File: src/rtl/fetch_hazard_ctrl_pkg.sv
// Shared definitions for the fetch/decode sequencing controller:
// next-PC select codes, controller states, the bubble word and the
// RV32I opcodes the controller has to recognise.
package fetch_hazard_ctrl_pkg;

  // Next-PC mux select encodings
  localparam logic [1:0] PC_SEL_PC4    = 2'd0;
  localparam logic [1:0] PC_SEL_HOLD   = 2'd1;
  localparam logic [1:0] PC_SEL_BRANCH = 2'd2;
  localparam logic [1:0] PC_SEL_JUMP   = 2'd3;

  // Controller states: normal issue, branch resolving in execute,
  // jump resolving in execute
  typedef enum logic [1:0] {
    ST_RUN      = 2'd0,
    ST_BR_WAIT  = 2'd1,
    ST_REDIRECT = 2'd2
  } state_t;

  // addi x0,x0,0 -- the word issued whenever a bubble is needed
  localparam logic [31:0] NOP_INST = 32'h0000_0013;

  // RV32I major opcodes relevant to sequencing
  localparam logic [6:0] OPC_BRANCH = 7'b110_0011;
  localparam logic [6:0] OPC_STORE  = 7'b010_0011;
  localparam logic [6:0] OPC_JAL    = 7'b110_1111;
  localparam logic [6:0] OPC_JALR   = 7'b110_0111;

  // An instruction writes the register file unless it is a branch or a
  // store, and writes to x0 are discarded so they never create a hazard.
  function automatic logic is_writer(input logic [6:0] opc, input logic [4:0] rd);
    return (opc != OPC_BRANCH) && (opc != OPC_STORE) && (rd != 5'd0);
  endfunction

endpackage

File: src/rtl/fetch_hazard_ctrl_if.sv
// Fetch-side bus between the pipeline and the sequencing controller.
// Names carry the direction as seen from the controller.
interface fetch_hazard_ctrl_if;

  logic [31:0] i_icache_dout;
  logic        i_stall;
  logic        i_br_taken;
  logic [31:0] o_issued_inst;
  logic        o_nop_sel;
  logic [1:0]  o_pc_sel;

  // Pipeline side: supplies the fetched word and execute feedback
  modport master (
    output i_icache_dout,
    output i_stall,
    output i_br_taken,
    input  o_issued_inst,
    input  o_nop_sel,
    input  o_pc_sel
  );

  // Controller side
  modport slave (
    input  i_icache_dout,
    input  i_stall,
    input  i_br_taken,
    output o_issued_inst,
    output o_nop_sel,
    output o_pc_sel
  );

endinterface

File: src/rtl/fetch_hazard_ctrl_hazard_detect.sv
// Combinational classification of the fetched word against the word
// currently in decode/execute: control-transfer type and the JALR
// read-after-write interlock.
module hazard_detect
  import fetch_hazard_ctrl_pkg::*;
(
  input  logic [31:0] i_icache_dout,
  input  logic [31:0] i_issued_inst,
  output logic        o_is_branch,
  output logic        o_is_jump,
  output logic        o_jalr_raw
);

  logic [6:0] w_fetch_opc;
  logic [4:0] w_fetch_rs1;
  logic [6:0] w_issued_opc;
  logic [4:0] w_issued_rd;
  logic       w_fetch_is_jalr;
  logic       w_unused_bits;

  assign w_fetch_opc  = i_icache_dout[6:0];
  assign w_fetch_rs1  = i_icache_dout[19:15];
  assign w_issued_opc = i_issued_inst[6:0];
  assign w_issued_rd  = i_issued_inst[11:7];

  assign w_fetch_is_jalr = (w_fetch_opc == OPC_JALR);

  assign o_is_branch = (w_fetch_opc == OPC_BRANCH);
  assign o_is_jump   = (w_fetch_opc == OPC_JAL) || w_fetch_is_jalr;

  // The JALR target would be computed from a register the instruction
  // ahead of it has not yet written back.
  assign o_jalr_raw = w_fetch_is_jalr
                   && is_writer(w_issued_opc, w_issued_rd)
                   && (w_issued_rd == w_fetch_rs1);

  // Fields that play no part in sequencing decisions
  assign w_unused_bits = ^{i_icache_dout[31:20], i_icache_dout[14:7], i_issued_inst[31:12]};

endmodule

File: src/rtl/fetch_hazard_ctrl.sv
// Fetch/decode sequencing controller for the 3-stage RV32I pipeline.
// Owns the issued-instruction register, chooses between the icache word
// and a bubble, drives the next-PC select and keeps saturating
// bubble/branch/taken performance counters.
module fetch_hazard_ctrl #(
  parameter int          CNT_W    = 32,
  parameter logic [31:0] NOP_INST = fetch_hazard_ctrl_pkg::NOP_INST
) (
  input  logic                 clk,
  input  logic                 rst,
  fetch_hazard_ctrl_if.slave   bus,
  output logic [CNT_W-1:0]     o_bubble_cnt,
  output logic [CNT_W-1:0]     o_branch_cnt,
  output logic [CNT_W-1:0]     o_taken_cnt
);

  import fetch_hazard_ctrl_pkg::*;

  localparam logic [CNT_W-1:0] CNT_ONE = {{(CNT_W-1){1'b0}}, 1'b1};
  localparam logic [CNT_W-1:0] CNT_MAX = {CNT_W{1'b1}};

  state_t             r_state;
  state_t             w_state_next;
  logic [31:0]        r_issued_inst;
  logic [CNT_W-1:0]   r_bubble_cnt;
  logic [CNT_W-1:0]   r_branch_cnt;
  logic [CNT_W-1:0]   r_taken_cnt;

  logic               w_nop_sel;
  logic [1:0]         w_pc_sel;
  logic [31:0]        w_issue_word;
  logic               w_is_branch;
  logic               w_is_jump;
  logic               w_jalr_raw;

  hazard_detect u_hazard_detect (
    .i_icache_dout (bus.i_icache_dout),
    .i_issued_inst (r_issued_inst),
    .o_is_branch   (w_is_branch),
    .o_is_jump     (w_is_jump),
    .o_jalr_raw    (w_jalr_raw)
  );

  // Per-cycle issue decision and next state; stall and reset override
  // only the PC select (and, for reset, the bubble select).
  always_comb begin
    w_nop_sel    = 1'b0;
    w_pc_sel     = PC_SEL_PC4;
    w_state_next = r_state;
    case (r_state)
      ST_RUN: begin
        if (w_jalr_raw) begin
          w_nop_sel = 1'b1;
          w_pc_sel  = PC_SEL_HOLD;
        end else if (w_is_branch) begin
          w_state_next = ST_BR_WAIT;
        end else if (w_is_jump) begin
          w_state_next = ST_REDIRECT;
        end
      end
      ST_BR_WAIT: begin
        w_nop_sel    = 1'b1;
        w_pc_sel     = bus.i_br_taken ? PC_SEL_BRANCH : PC_SEL_PC4;
        w_state_next = ST_RUN;
      end
      ST_REDIRECT: begin
        w_nop_sel    = 1'b1;
        w_pc_sel     = PC_SEL_JUMP;
        w_state_next = ST_RUN;
      end
      default: begin
        w_state_next = ST_RUN;
      end
    endcase
    if (bus.i_stall) begin
      w_pc_sel = PC_SEL_HOLD;
    end
    if (rst) begin
      w_nop_sel = 1'b1;
      w_pc_sel  = PC_SEL_HOLD;
    end
  end

  assign w_issue_word = w_nop_sel ? NOP_INST : bus.i_icache_dout;

  // State, issue register and counters advance together; a stall freezes all of them
  always_ff @(posedge clk) begin
    if (rst) begin
      r_state       <= ST_RUN;
      r_issued_inst <= NOP_INST;
      r_bubble_cnt  <= '0;
      r_branch_cnt  <= '0;
      r_taken_cnt   <= '0;
    end else if (!bus.i_stall) begin
      r_state       <= w_state_next;
      r_issued_inst <= w_issue_word;
      if (w_nop_sel && (r_bubble_cnt != CNT_MAX)) begin
        r_bubble_cnt <= r_bubble_cnt + CNT_ONE;
      end
      if (r_state == ST_BR_WAIT) begin
        if (r_branch_cnt != CNT_MAX) begin
          r_branch_cnt <= r_branch_cnt + CNT_ONE;
        end
        if (bus.i_br_taken && (r_taken_cnt != CNT_MAX)) begin
          r_taken_cnt <= r_taken_cnt + CNT_ONE;
        end
      end
    end
  end

  assign bus.o_issued_inst = r_issued_inst;
  assign bus.o_nop_sel     = w_nop_sel;
  assign bus.o_pc_sel      = w_pc_sel;
  assign o_bubble_cnt      = r_bubble_cnt;
  assign o_branch_cnt      = r_branch_cnt;
  assign o_taken_cnt       = r_taken_cnt;

endmodule

File: src/flat_wrapper.sv
// flat-port wrapper written by rule: the top's interface ports become plain ports
module fetch_hazard_ctrl_flat import fetch_hazard_ctrl_pkg::*;
#(
  parameter int          CNT_W    = 32,
  parameter logic [31:0] NOP_INST = fetch_hazard_ctrl_pkg::NOP_INST
)
  (clk, rst, o_bubble_cnt, o_branch_cnt, o_taken_cnt, bus_i_icache_dout, bus_i_stall, bus_i_br_taken, bus_o_issued_inst, bus_o_nop_sel, bus_o_pc_sel);
  fetch_hazard_ctrl_if bus_i ();
  input  logic clk;
  input  logic rst;
  output logic [CNT_W-1:0] o_bubble_cnt;
  output logic [CNT_W-1:0] o_branch_cnt;
  output logic [CNT_W-1:0] o_taken_cnt;
  input wire logic [$bits(bus_i.i_icache_dout)-1:0] bus_i_icache_dout;
  input wire logic [$bits(bus_i.i_stall)-1:0] bus_i_stall;
  input wire logic [$bits(bus_i.i_br_taken)-1:0] bus_i_br_taken;
  output wire logic [$bits(bus_i.o_issued_inst)-1:0] bus_o_issued_inst;
  output wire logic [$bits(bus_i.o_nop_sel)-1:0] bus_o_nop_sel;
  output wire logic [$bits(bus_i.o_pc_sel)-1:0] bus_o_pc_sel;
  assign bus_i.i_icache_dout = bus_i_icache_dout;
  assign bus_i.i_stall = bus_i_stall;
  assign bus_i.i_br_taken = bus_i_br_taken;
  assign bus_o_issued_inst = bus_i.o_issued_inst;
  assign bus_o_nop_sel = bus_i.o_nop_sel;
  assign bus_o_pc_sel = bus_i.o_pc_sel;
  fetch_hazard_ctrl #(.CNT_W(CNT_W), .NOP_INST(NOP_INST)) u_core (.clk(clk), .rst(rst), .bus(bus_i), .o_bubble_cnt(o_bubble_cnt), .o_branch_cnt(o_branch_cnt), .o_taken_cnt(o_taken_cnt));
endmodule
File: config.mk
export PLATFORM = sky130hd
export DESIGN_NAME = fetch_hazard_ctrl_flat
export DESIGN_NICKNAME = d
export VERILOG_FILES = /design/src/rtl/fetch_hazard_ctrl_pkg.sv /design/src/rtl/fetch_hazard_ctrl_if.sv /design/src/rtl/fetch_hazard_ctrl_hazard_detect.sv /design/src/rtl/fetch_hazard_ctrl.sv /design/src/flat_wrapper.sv
export SDC_FILE = /design/constraint.sdc
export NUM_CORES = 1
export LEC_CHECK = 0
export BUFFER_PORTS_ARGS = -buffer_cell sky130_fd_sc_hd__buf_4
export CAP_MARGIN = 40
export CORE_MARGIN = 2
export CORE_UTILIZATION = 50
export CTS_CLUSTER_DIAMETER = 80
export CTS_CLUSTER_SIZE = 14
export DETAILED_ROUTE_END_ITERATION = 6
export PLACE_DENSITY = 0.85
export SYNTH_ARGS = -nofsm -noshare
export SYNTH_HDL_FRONTEND = slang
export SYNTH_SLANG_ARGS = --single-unit
File: constraint.sdc
create_clock -name clk -period 4.73 [get_ports clk]
set_input_delay 0 -clock clk [delete_from_list [all_inputs] [get_ports clk]]
set_output_delay 0 -clock clk [all_outputs]
set_load 0.02 [all_outputs]
==> summary.txt, run 1 <==
Worst setup path
  • Worst Setup End Kind: flip-flop
  • Setup crit start kind: flip-flop
  • Critical Path AT: a little over 3 ns
  • Crit Path Category: reg2reg
  • Critical-path maximum fanout: 18
  • WP data required: ~5.1 ns

Routing
  • WL/cell: 15.2 um
  • Starting DRC count in detailed routing: around 400
  • Vias per Instance: 5.58
  • Final ANT Viol Nets: 0
  • DRC viols: 0
  • Total routed wirelength: 15900 um
  • First drt pass iteration count: 5
  • Detailed-route via count: 5804

STA
  • Fin. Hold Viols: 0
  • Layout Skew: 0.0138 ns
  • FMAX: 370 MHz
  • Slew headroom: 41.7%
  • Final Setup Violations: 0
  • Setup TNS Final: 0 ns
  • Slew @ Worst Pin: slightly below 0.9 ns
  • Max-slew violations: 0
  • Period minus WS final: about 2.7 ns
  • RSZ-0062 raised after global routing: false
  • Period Utilization, post-route: 57.2%

Synth
  • Sequential-to-total area share from yosys stat: between 40% and 50%
  • Distinct cells, synth: between 40 and 50
  • Mapped Cells: 693
  • Syn Nets: 735
  • Avg Cell Area, Syn: 8.54 sq um
  • Number of synthesized flops with an enable pin: 0
  • YS warnings: 0
  • Post-synth ARST share: 0%
  • FF+latch count, synth: 130
  • Mapped Area: about 5900 sq um
  • Most used DFF post-synth: dfxtp_1

Cells and area
  • Antenna Cells: 0
  • Layout Area Growth over Synthesis: 39.4%
  • Commonest non-fill, non-tap cell in the layout: buf_4
  • Final non-filler cell total: 1041
  • Layout cells sized above 1: approximately 24%
  • Final net count: 927
  • Leading cell types in the layout, fill and taps excluded: 169 x buf_4, 130 x dfxtp_1, 96 x nor2_1, 46 x nand3_1, 42 x nand2_1
  • Layout fillers: 835

Clock network
  • H-tree levels: 4
  • Post CTS Setup Buffer Count: 0
  • Cts hold-fix bufs: 33
  • Clock Root Buffer: clkbuf_16
  • Total CTS buffers: 17
  • Clk_lat worst skew: 0.41 ns
  • Clk slew on worst S/H paths: 0.07 ns
  • # resized after CTS: 0
  • Clock Tree Buf Depth: 2
  • CTS sink cnt: 130
  • CTS tree: yes

Power and ir drop
  • Leakage power: 3.40 nW
  • VDD IR max: 214 uV
  • Pwr per Cell Area: 333 nW/um^2

Place
  • DP HPWL: 10000 um
  • Port Buf Inserts: 166
  • RePlAce Congestion: 0.872
  • Inst Count DP: 976

Global routing
  • Overflow after GRT: 0
  • Vias in the first global route: between 5000 and 6000
  • Initial antenna violation count: 0
  • Largest net degree at the start of global routing: 85
  • First-pass GRT wire length: 25900 um
  • Total GRT Usage: 24.8%

Run status
  • Outcome: finished, final reports clean

Floorplanning
  • Width of the die: 113 um
  • I/O pin count: 167
  • Row count: 39
  • CORE AREA: 11500 sq um
  • Die area: 12700 sq um
  • Initial Util: 51.6%
  • Die span in y: 113 um

Hold path
  • Type of the worst min-delay path: in2reg

Job
  • Number of max-capacitance violations reported: 0
-- cell families (layout without fill, tap and decap cells) --
group           count (synthesis)  count (layout)  synth area share [%]
simple gates                  340             340                  30.0
xor+xnor                       64              64                  9.48
mux                             7               7                  1.31
compound gates                 94              94                  10.4
flops                         130             130                  44.0
fa+ha+maj                       6               6                  1.27
buf+inv                        52             257                  3.51
-- through the flow --
step | util (%) | worst slack (ns) | hold WS (ns) | instance area, sq um | power [mW]
2_1_floorplan | - | 2.58 | 0.126 | 5920 | 1.23
3_3_place_gp | 63.2 | 2.20 | 0.209 | 7250 | 1.29
3_5_place_dp | 63.3 | 2.10 | 0.215 | 7260 | 1.29
4_1_cts | 71.9 | 2.08 | 0.0323 | 8250 | 2.75
5_1_grt | 71.9 | 1.79 | 0.0500 | 8250 | 2.82
6_report | 71.9 | 2.03 | 0.0334 | 8250 | 2.75
-- worst max-delay path, stage by stage, from the launching register on --
cell,delay [ns]
dfxtp_1,0.35
nor2b_1,0.16
or3_1,0.36
nor3_1,0.21
a41o_1,0.65
nand4_1,0.28
or4_1,0.47
a21oi_1,0.15
-- final cells by class --
type                            instances  area, sq um  area share, %
Multi-Input combinational cell        511         3110           37.8
Sequential cell                       130         2600           31.6
Timing Repair Buffer                  203         1610           19.6
Clock buffer                           17          425           5.16
Clock inverter                         15          229           2.78
Tap cell                              143          179           2.17
Inverter                               22         82.6           1.00
-- synth_stat cells, types with 20 or more instances --
cell type	number	area, sq um
a22o_1	29	254
nand2_1	42	158
o21ai_0	21	105
xnor2_1	25	219
nor3_1	24	120
nor2_1	96	360
nand4_1	28	175
dfxtp_1	130	2600
xor2_1	39	342
a21oi_1	29	145
clkbuf_1	22	82.6
and3_1	24	150
inv_1	22	82.6
or3_1	20	125
nand3_1	46	230
-- routing by layer --
layer  track usage [%]  vias to the layer above  wire, um
met1              31.1                     2720      6840
met2              41.9                      234      7780
li1                  -                     2835         -
met4              7.24                        0       179
met3              6.75                       15      1070
met5                 0                        -         0
-- where the power goes --
group	switching (mW)	internal, mW	total, mW	leakage (nW)
Sequential	0.0150	1.11	1.13	1.05
Clock	0.505	0.941	1.45	0.318
Combinational	0.0904	0.0822	0.173	2.03
-- path summary, 6_finish.rpt --
kind / startpoint / end / slack, ns / depth (start not counted)
max: u_core.bus.o_issued_inst[9] / u_core.o_bubble_cnt[31] / 2.03 / 7
min: bus_i_stall / u_core.bus.o_issued_inst[0] / 0.03 / 4
max reg2reg: u_core.bus.o_issued_inst[9] / u_core.o_bubble_cnt[31] / 2.03 / 7
min reg2reg: u_core.bus.o_issued_inst[23] / u_core.bus.o_issued_inst[23] / 0.49 / 1
-- flip-flops by register name, summed over array words and instances (netlist names) --
register	count
u_core.bus.o_issued_inst	32
u_core.o_branch_cnt	32
u_core.o_bubble_cnt	32
u_core.o_taken_cnt	32
u_core.r_state	2
Note: power is estimated with default switching activity, not from simulation.
==> run 2: changes to the inputs <==
--- a/config.mk
+++ b/config.mk
@@ -5,6 +5,7 @@
 export SDC_FILE = /design/constraint.sdc
 export NUM_CORES = 1
 export LEC_CHECK = 0
+export ABC_AREA = 1
 export BUFFER_PORTS_ARGS = -buffer_cell sky130_fd_sc_hd__buf_4
 export CAP_MARGIN = 40
 export CORE_MARGIN = 2
==> constraint.sdc (replaced) <==
create_clock -name clk -period 2.3 [get_ports clk]
set_input_delay 0 -clock clk [delete_from_list [all_inputs] [get_ports clk]]
set_output_delay 0 -clock clk [all_outputs]
set_load 0.02 [all_outputs]
==> run 2 against run 1 <==
Net effect:
- register-to-register slack got worse by 1.9 ns
- utilization decreased by 4.4 points
- largest cell class unchanged
- clock power increased by 81%
- highest routed layer unchanged
- cell count increased by 48%
- non-clock buffer count increased by 19
- largest power group unchanged
==> summary.txt, run 2 <==
Cells and area
  • Layout Area Growth over Synthesis: 31.4%
  • Final net count: 1390 (+50%)
  • Final non-filler cell total: 1541 (+48%)
  • Leading cell types in the layout, fill and taps excluded: 365 x nand2_1, 186 x buf_4, 129 x dfxtp_1, 119 x a21oi_1, 100 x inv_1
  • Antenna Cells: 0 (unchanged)
  • Commonest non-fill, non-tap cell in the layout: nand2_1
  • Layout cells sized above 1: 18.1% (-6.3 points)
  • Layout fillers: 1301 (+56%)

Power and ir drop
  • Flop pwr share: 43.4% (+2.3 points)
  • Leakage power: 3.98 nW (+17%)
  • Pwr per Cell Area: 538 nW/um^2 (+62%)
  • Switching share of power: 22.8% (+0.58 points)
  • Comb power frac: 7.2% (+0.9 points)
  • Clk network pwr share: 49.4% (-3.3 points)
  • P_int: 4.09 mW (+92%)
  • VDD IR max: 519 uV (+140%)
  • Switch Pwr: 1.21 mW (+98%)

Synth
  • Leading area contributor after synthesis: dfxtp_1
  • Distinct cells, synth: 32 (-32%)
  • Most used DFF post-synth: dfxtp_1
  • Sequential-to-total area share from yosys stat: 34.7% (-9.3 points)
  • Syn Nets: 1198 (+63%)
  • Post-synth ARST share: 0% (unchanged)
  • Number of synthesized flops with an enable pin: 0 (unchanged)
  • Synth area leaders: dfxtp_1 35%, nand2_1 18%, a21oi_1 7.9%
  • FF+latch count, synth: 130 (unchanged)
  • Most numerous cell in the Yosys netlist: nand2_1
  • Mapped Area: 7490 sq um (+27%)
  • Post-synth top cells: 366 x nand2_1, 130 x dfxtp_1, 119 x a21oi_1
  • Avg Cell Area, Syn: 6.48 sq um (-24%)
  • Mapped Cells: 1156 (+67%)
  • YS warnings: 0 (unchanged)
  • Yosys top cell area share: 34.7% (-9.3 points)

Routing
  • Final ANT Viol Nets: 0 (unchanged)
  • WL/cell: 14.9 um (-2.3%)
  • DRC viols: 0 (unchanged)
  • Detailed-route via count: 8429 (+45%)
  • Total routed wirelength: 22900 um (+45%)
  • Vias per Instance: 5.47 (-1.9%)
  • Starting DRC count in detailed routing: 644 (+59%)
  • First drt pass iteration count: 7 (+2)

Run status
  • Outcome: finished, final reports clean

Clock network
  • Clk slew on worst S/H paths: 0.06 ns (about the same)
  • CTS tree: yes
  • Clock Root Buffer: clkbuf_16
  • CTS sink cnt: 130 (unchanged)
  • Total CTS buffers: 17 (unchanged)
  • Clk_lat worst skew: 0.43 ns (+0.02 ns)
  • Post CTS Setup Buffer Count: 0 (unchanged)
  • Clock Tree Buf Depth: 2 (unchanged)
  • H-tree levels: 4 (unchanged)

Floorplanning
  • CORE AREA: 14600 sq um (+27%)
  • I/O pin count: 167 (unchanged)
  • Width of the die: 126 um (+12%)
  • Row count: 44 (+13%)
  • Die area: 16000 sq um (+26%)
  • Initial Util: 51.4% (-0.22 points)
  • Die span in y: 126 um (+12%)

STA
  • Layout Skew: 0.00944 ns (-0.00441 ns)
  • FMAX: 469 MHz (+27%)
  • Setup TNS Final: 0 ns (unchanged)
  • Slew headroom: 56.3% (+15 points)
  • RSZ-0062 raised after global routing: false
  • Period Utilization, post-route: 92.7% (+35 points)
  • Max-slew violations: 0 (unchanged)
  • Period minus WS final: 2.13 ns (-0.573 ns)
  • Fin. Hold Viols: 0 (unchanged)
  • Slew @ Worst Pin: 0.655 ns (-0.215 ns)
  • Final Setup Violations: 0 (unchanged)

Job
  • Number of max-capacitance violations reported: 0 (unchanged)

Global routing
  • Largest net degree at the start of global routing: 52 (-39%)
  • Vias in the first global route: 7838 (+46%)
  • First-pass GRT wire length: 37800 um (+46%)
  • Overflow after GRT: 0 (unchanged)
  • Initial antenna violation count: 0 (unchanged)
  • Total GRT Usage: 28.5% (+3.7 points)

Worst setup path
  • Critical Path AT: 2.49 ns (-0.54 ns)
  • Crit Path Category: reg2reg
  • WP data required: 2.66 ns (-2.40 ns)
  • Critical-path maximum fanout: 13 (-5)
  • Worst Setup End Kind: flip-flop
  • Setup crit start kind: flip-flop

Place
  • RePlAce Congestion: 0.930 (+6.6%)
  • Port Buf Inserts: 166 (unchanged)
  • DP HPWL: 15700 um (+57%)
  • Inst Count DP: 1479 (+52%)

Hold path
  • Type of the worst min-delay path: in2reg
-- run 2: cell count changes after synthesis, sizes merged, moves of 8 or more --
cell | before | now
a21oi | 29 | 119
a22o | 29 | 0
and3 | 24 | 0
and4 | 8 | 0
buf | 8 | 22
inv | 22 | 104
nand2 | 43 | 371
nand3 | 47 | 72
nand4 | 31 | 56
nor2 | 97 | 106
nor2b | 15 | 0
nor3 | 24 | 44
or3 | 20 | 0
or4 | 8 | 0
-- run 2: through the flow --
stage / hold slack (ns) / utilization, % / cell area, sq um / setup slack, ns / total power, mW
finish: 0.0291 / 67.5 / 9850 / 0.168 / 5.30
global route: 0.0414 / 67.5 / 9850 / 0.00787 / 5.48
CTS: 0.0172 / 67.1 / 9790 / 0.0275 / 5.31
detailed placement: 0.242 / 61.0 / 8900 / 0.0412 / 2.67
global placement: 0.237 / 61.0 / 8900 / 0.121 / 2.67
floorplan: 0.141 / - / 7490 / 0.295 / 2.53
-- run 2: final timing paths --
path	start	to	slack (ns)	depth (start not counted)
worst max-delay path	u_core.o_branch_cnt[1]	u_core.o_branch_cnt[0]	0.17	10
worst min register to register	u_core.bus.o_issued_inst[28]	u_core.bus.o_issued_inst[28]	0.46	2
worst max register to register	u_core.o_branch_cnt[1]	u_core.o_branch_cnt[0]	0.17	10
worst min-delay path	bus_i_stall	u_core.bus.o_issued_inst[10]	0.03	3
-- run 2: per-layer routing --
metal / part of all wire, % / GRT usage [%] / routed length [um] / up-vias
li1: - / - / - / 4144
met1: 43 / 36.4 / 9850 / 3894
met2: 48 / 47.8 / 10900 / 341
met3: 6.8 / 5.69 / 1570 / 50
met4: 2.5 / 10.3 / 571 / 0
met5: 0 / 0 / 0 / -
-- run 2: layout make-up --
cell class,instances,area [sq um],share of cell area [%]
Clock buffer,22,474,4.81
Timing Repair Buffer,222,1780,18.1
Tap cell,184,230,2.34
Multi-Input combinational cell,873,4290,43.5
Clock inverter,6,82.6,0.838
Sequential cell,130,2600,26.4
Inverter,104,395,4.01
-- run 2: cell families (layout without fill, tap and decap cells) --
| logic type | after synthesis | in the layout | share of synthesized area, % |
|---|---|---|---|
| buf+inv | 154 | 354 | 8.66 |
| flops | 130 | 130 | 34.7 |
| fa+ha+maj | 6 | 6 | 1.00 |
| compound gates | 136 | 136 | 9.13 |
| simple gates | 667 | 668 | 39.1 |
| xor+xnor | 63 | 63 | 7.36 |
-- run 2: what timing repair did --
item | in CTS | in global routing
gates resized for setup | 0 | 18
endpoints found under the setup margin | 0 | 60
hold buffers | 33 | 0
endpoints found under the hold margin | 33 | 0
-- run 2: power by group through the flow --
stage	Combinational, mW	Sequential, mW	Clock [mW]
after global routing	0.416	2.30	2.76
final	0.382	2.30	2.62
after detailed placement	0.325	2.35	0
after CTS	0.370	2.30	2.64
after global placement	0.322	2.34	0
after floorplan	0.153	2.38	0
-- run 2: critical path, stage by stage (launching register included) --
cell     delay [ns]
dfxtp_1        0.41
ha_2           0.27
nand2_1        0.16
nor2_2         0.17
nand2_1        0.12
nor2_2         0.16
nand4_1        0.11
nand3_2        0.18
buf_4          0.22
o21ai_0        0.10
a21oi_1        0.15
==> run 3: changes to the inputs <==
--- a/config.mk
+++ b/config.mk
@@ -10,6 +10,7 @@
 export CAP_MARGIN = 40
 export CORE_MARGIN = 2
 export CORE_UTILIZATION = 50
+export CTS_BUF_LIST = sky130_fd_sc_hd__clkbuf_4 sky130_fd_sc_hd__clkbuf_8 sky130_fd_sc_hd__clkbuf_16
 export CTS_CLUSTER_DIAMETER = 80
 export CTS_CLUSTER_SIZE = 14
 export DETAILED_ROUTE_END_ITERATION = 6
==> run 3 against run 2 <==
Net effect:
- register-to-register slack improved by 0.02 ns
- flip-flop and latch count did not move
- fmax increased by 1.2%
- highest routed layer unchanged
- combinational power hardly changed
- largest cell class unchanged
- count of clock-buffer cells in the layout stayed put
- critical path type unchanged
- clock skew shrank 0.0013 ns
- sequential share of layout area about the same
==> summary.txt, run 3 (synthesis results as in run 2) <==
Global routing
  • First-pass GRT wire length: 37800 um (about the same)
  • Vias in the first global route: 7839 (+0.013%)
  • Largest net degree at the start of global routing: 52 (unchanged)
  • Total GRT Usage: 28.5% (about the same)
  • Overflow after GRT: 0 (unchanged)
  • Initial antenna violation count: 0 (unchanged)

Floorplanning
  • Initial Util: 51.4% (unchanged)
  • Row count: 44 (unchanged)
  • CORE AREA: 14600 sq um (unchanged)
  • Die area: 16000 sq um (unchanged)
  • I/O pin count: 167 (unchanged)
  • Die span in y: 126 um (unchanged)
  • Width of the die: 126 um (unchanged)

Worst setup path
  • Worst Setup End Kind: flip-flop
  • RR Startpoint: u_core.o_branch_cnt[1]
  • WP data required: 2.65 ns (about the same)
  • Crit Path Category: reg2reg
  • Setup crit start: u_core.o_branch_cnt[1]
  • Critical Path AT: 2.46 ns (-0.03 ns)
  • Critical-path maximum fanout: 13 (unchanged)
  • Setup crit start kind: flip-flop

Power and ir drop
  • Pwr per Cell Area: 540 nW/um^2 (+0.25%)
  • Leakage power: 3.99 nW (+0.17%)
  • VDD IR max: 520 uV (+0.13%)

STA
  • Slew headroom: 57.5% (+1.3 points)
  • Final Setup Violations: 0 (unchanged)
  • Layout Skew: 0.00812 ns (-0.00132 ns)
  • Slew @ Worst Pin: 0.637 ns (-0.0188 ns)
  • Period Utilization, post-route: 91.6% (-1.1 points)
  • Max-slew violations: 0 (unchanged)
  • FMAX: 475 MHz (+1.2%)
  • Setup TNS Final: 0 ns (unchanged)
  • RSZ-0062 raised after global routing: false
  • Period minus WS final: 2.11 ns (-0.0243 ns)
  • Fin. Hold Viols: 0 (unchanged)

Clock network
  • CTS sink cnt: 130 (unchanged)
  • Clock Root Buffer: clkbuf_16
  • Clock Tree Buf Depth: 2 (unchanged)
  • CTS tree: yes
  • Total CTS buffers: 17 (unchanged)
  • Post CTS Setup Buffer Count: 0 (unchanged)
  • Clk slew on worst S/H paths: 0.06 ns (about the same)
  • H-tree levels: 4 (unchanged)
  • Clk_lat worst skew: 0.42 ns (about the same)

Place
  • DP HPWL: 15700 um (unchanged)
  • Port Buf Inserts: 166 (unchanged)
  • RePlAce Congestion: 0.930 (unchanged)

Run status
  • Outcome: finished, final reports clean

Routing
  • Detailed-route via count: 8400 (-0.34%)
  • WL/cell: 14.8 um (-0.59%)
  • DRC viols: 0 (unchanged)
  • Final ANT Viol Nets: 0 (unchanged)
  • Starting DRC count in detailed routing: 632 (-1.9%)
  • Vias per Instance: 5.45 (-0.34%)
  • First drt pass iteration count: 5 (-2)
  • Total routed wirelength: 22800 um (-0.59%)

Hold path
  • Hold_sp: bus_i_stall
  • Type of the worst min-delay path: in2reg

Cells and area
  • Commonest non-fill, non-tap cell in the layout: nand2_1
  • Fin util: 67.6% (about the same)
  • Layout cells sized above 1: 18.2% (+0.15 points)
  • Layout Area Growth over Synthesis: 31.5% (about the same)
  • Antenna Cells: 0 (unchanged)
  • Final net count: 1390 (unchanged)
  • Leading cell types in the layout, fill and taps excluded: 365 x nand2_1, 186 x buf_4, 129 x dfxtp_1, 119 x a21oi_1, 100 x inv_1
  • Layout fillers: 1301 (unchanged)

Job
  • Number of max-capacitance violations reported: 0 (unchanged)
-- run 3: cell count changes in the layout (fill, tap and decap cells not counted) --
cell and delta:
clkbuf_4 +2, clkbuf_1 -2
-- run 3: area by class of cell --
class,instances,area (sq um),area share [%]
Sequential cell,130,2600,26.4
Inverter,104,395,4.01
Timing Repair Buffer,222,1780,18.0
Tap cell,184,230,2.34
Clock inverter,6,82.6,0.838
Clock buffer,22,482,4.89
Multi-Input combinational cell,873,4290,43.5
-- run 3: final timing paths --
path                            slack (ns)                           end  cells past startpoint
worst max-delay path                  0.19        u_core.o_branch_cnt[0]                     10
worst min-delay path                  0.03  u_core.bus.o_issued_inst[10]                      3
worst max register to register        0.19        u_core.o_branch_cnt[0]                     10
worst min register to register        0.47  u_core.bus.o_issued_inst[28]                      2
-- run 3: stage by stage --
| step | setup slack [ns] | cell area [sq um] | power (mW) | hold slack, ns | instances |
|---|---|---|---|---|---|
| global route | 0.00787 | 9860 | 5.50 | 0.0414 | 1541 |
| detailed placement | 0.0412 | 8900 | 2.67 | 0.242 | 1479 |
| global placement | 0.121 | 8900 | 2.67 | 0.237 | 1479 |
| floorplan | 0.295 | 7490 | 2.53 | 0.141 | 1156 |
| finish | 0.193 | 9860 | 5.32 | 0.0301 | 1541 |
| CTS | 0.0274 | 9790 | 5.33 | 0.0172 | 1540 |
-- run 3: layer usage --
layer	vias up	wire, um	global-route usage, %
li1	4149	-	-
met1	3863	9720	36.4
met2	342	10900	47.9
met3	46	1630	5.69
met4	0	558	10.3
met5	-	0	0
-- run 3: report_power, final --
| group | switching, mW | internal (mW) | total [mW] |
|---|---|---|---|
| Clock | 0.968 | 1.67 | 2.64 |
| Combinational | 0.216 | 0.165 | 0.381 |
| Sequential | 0.0193 | 2.28 | 2.30 |
| Total | 1.20 | 4.12 | 5.32 |
-- run 3: timing repair --
action,CTS,global route
endpoints found under the hold margin,33,0
gates resized for setup,0,18
hold buffers,33,0
endpoints found under the setup margin,0,60
-- run 3: worst max-delay path: stages, from the launching register on --
cell and delay (ns):
dfxtp_1 0.41, ha_2 0.26, nand2_1 0.16, nor2_2 0.16
nand2_1 0.12, nor2_2 0.16, nand4_1 0.11, nand3_2 0.18
buf_4 0.22, o21ai_0 0.10, a21oi_1 0.15
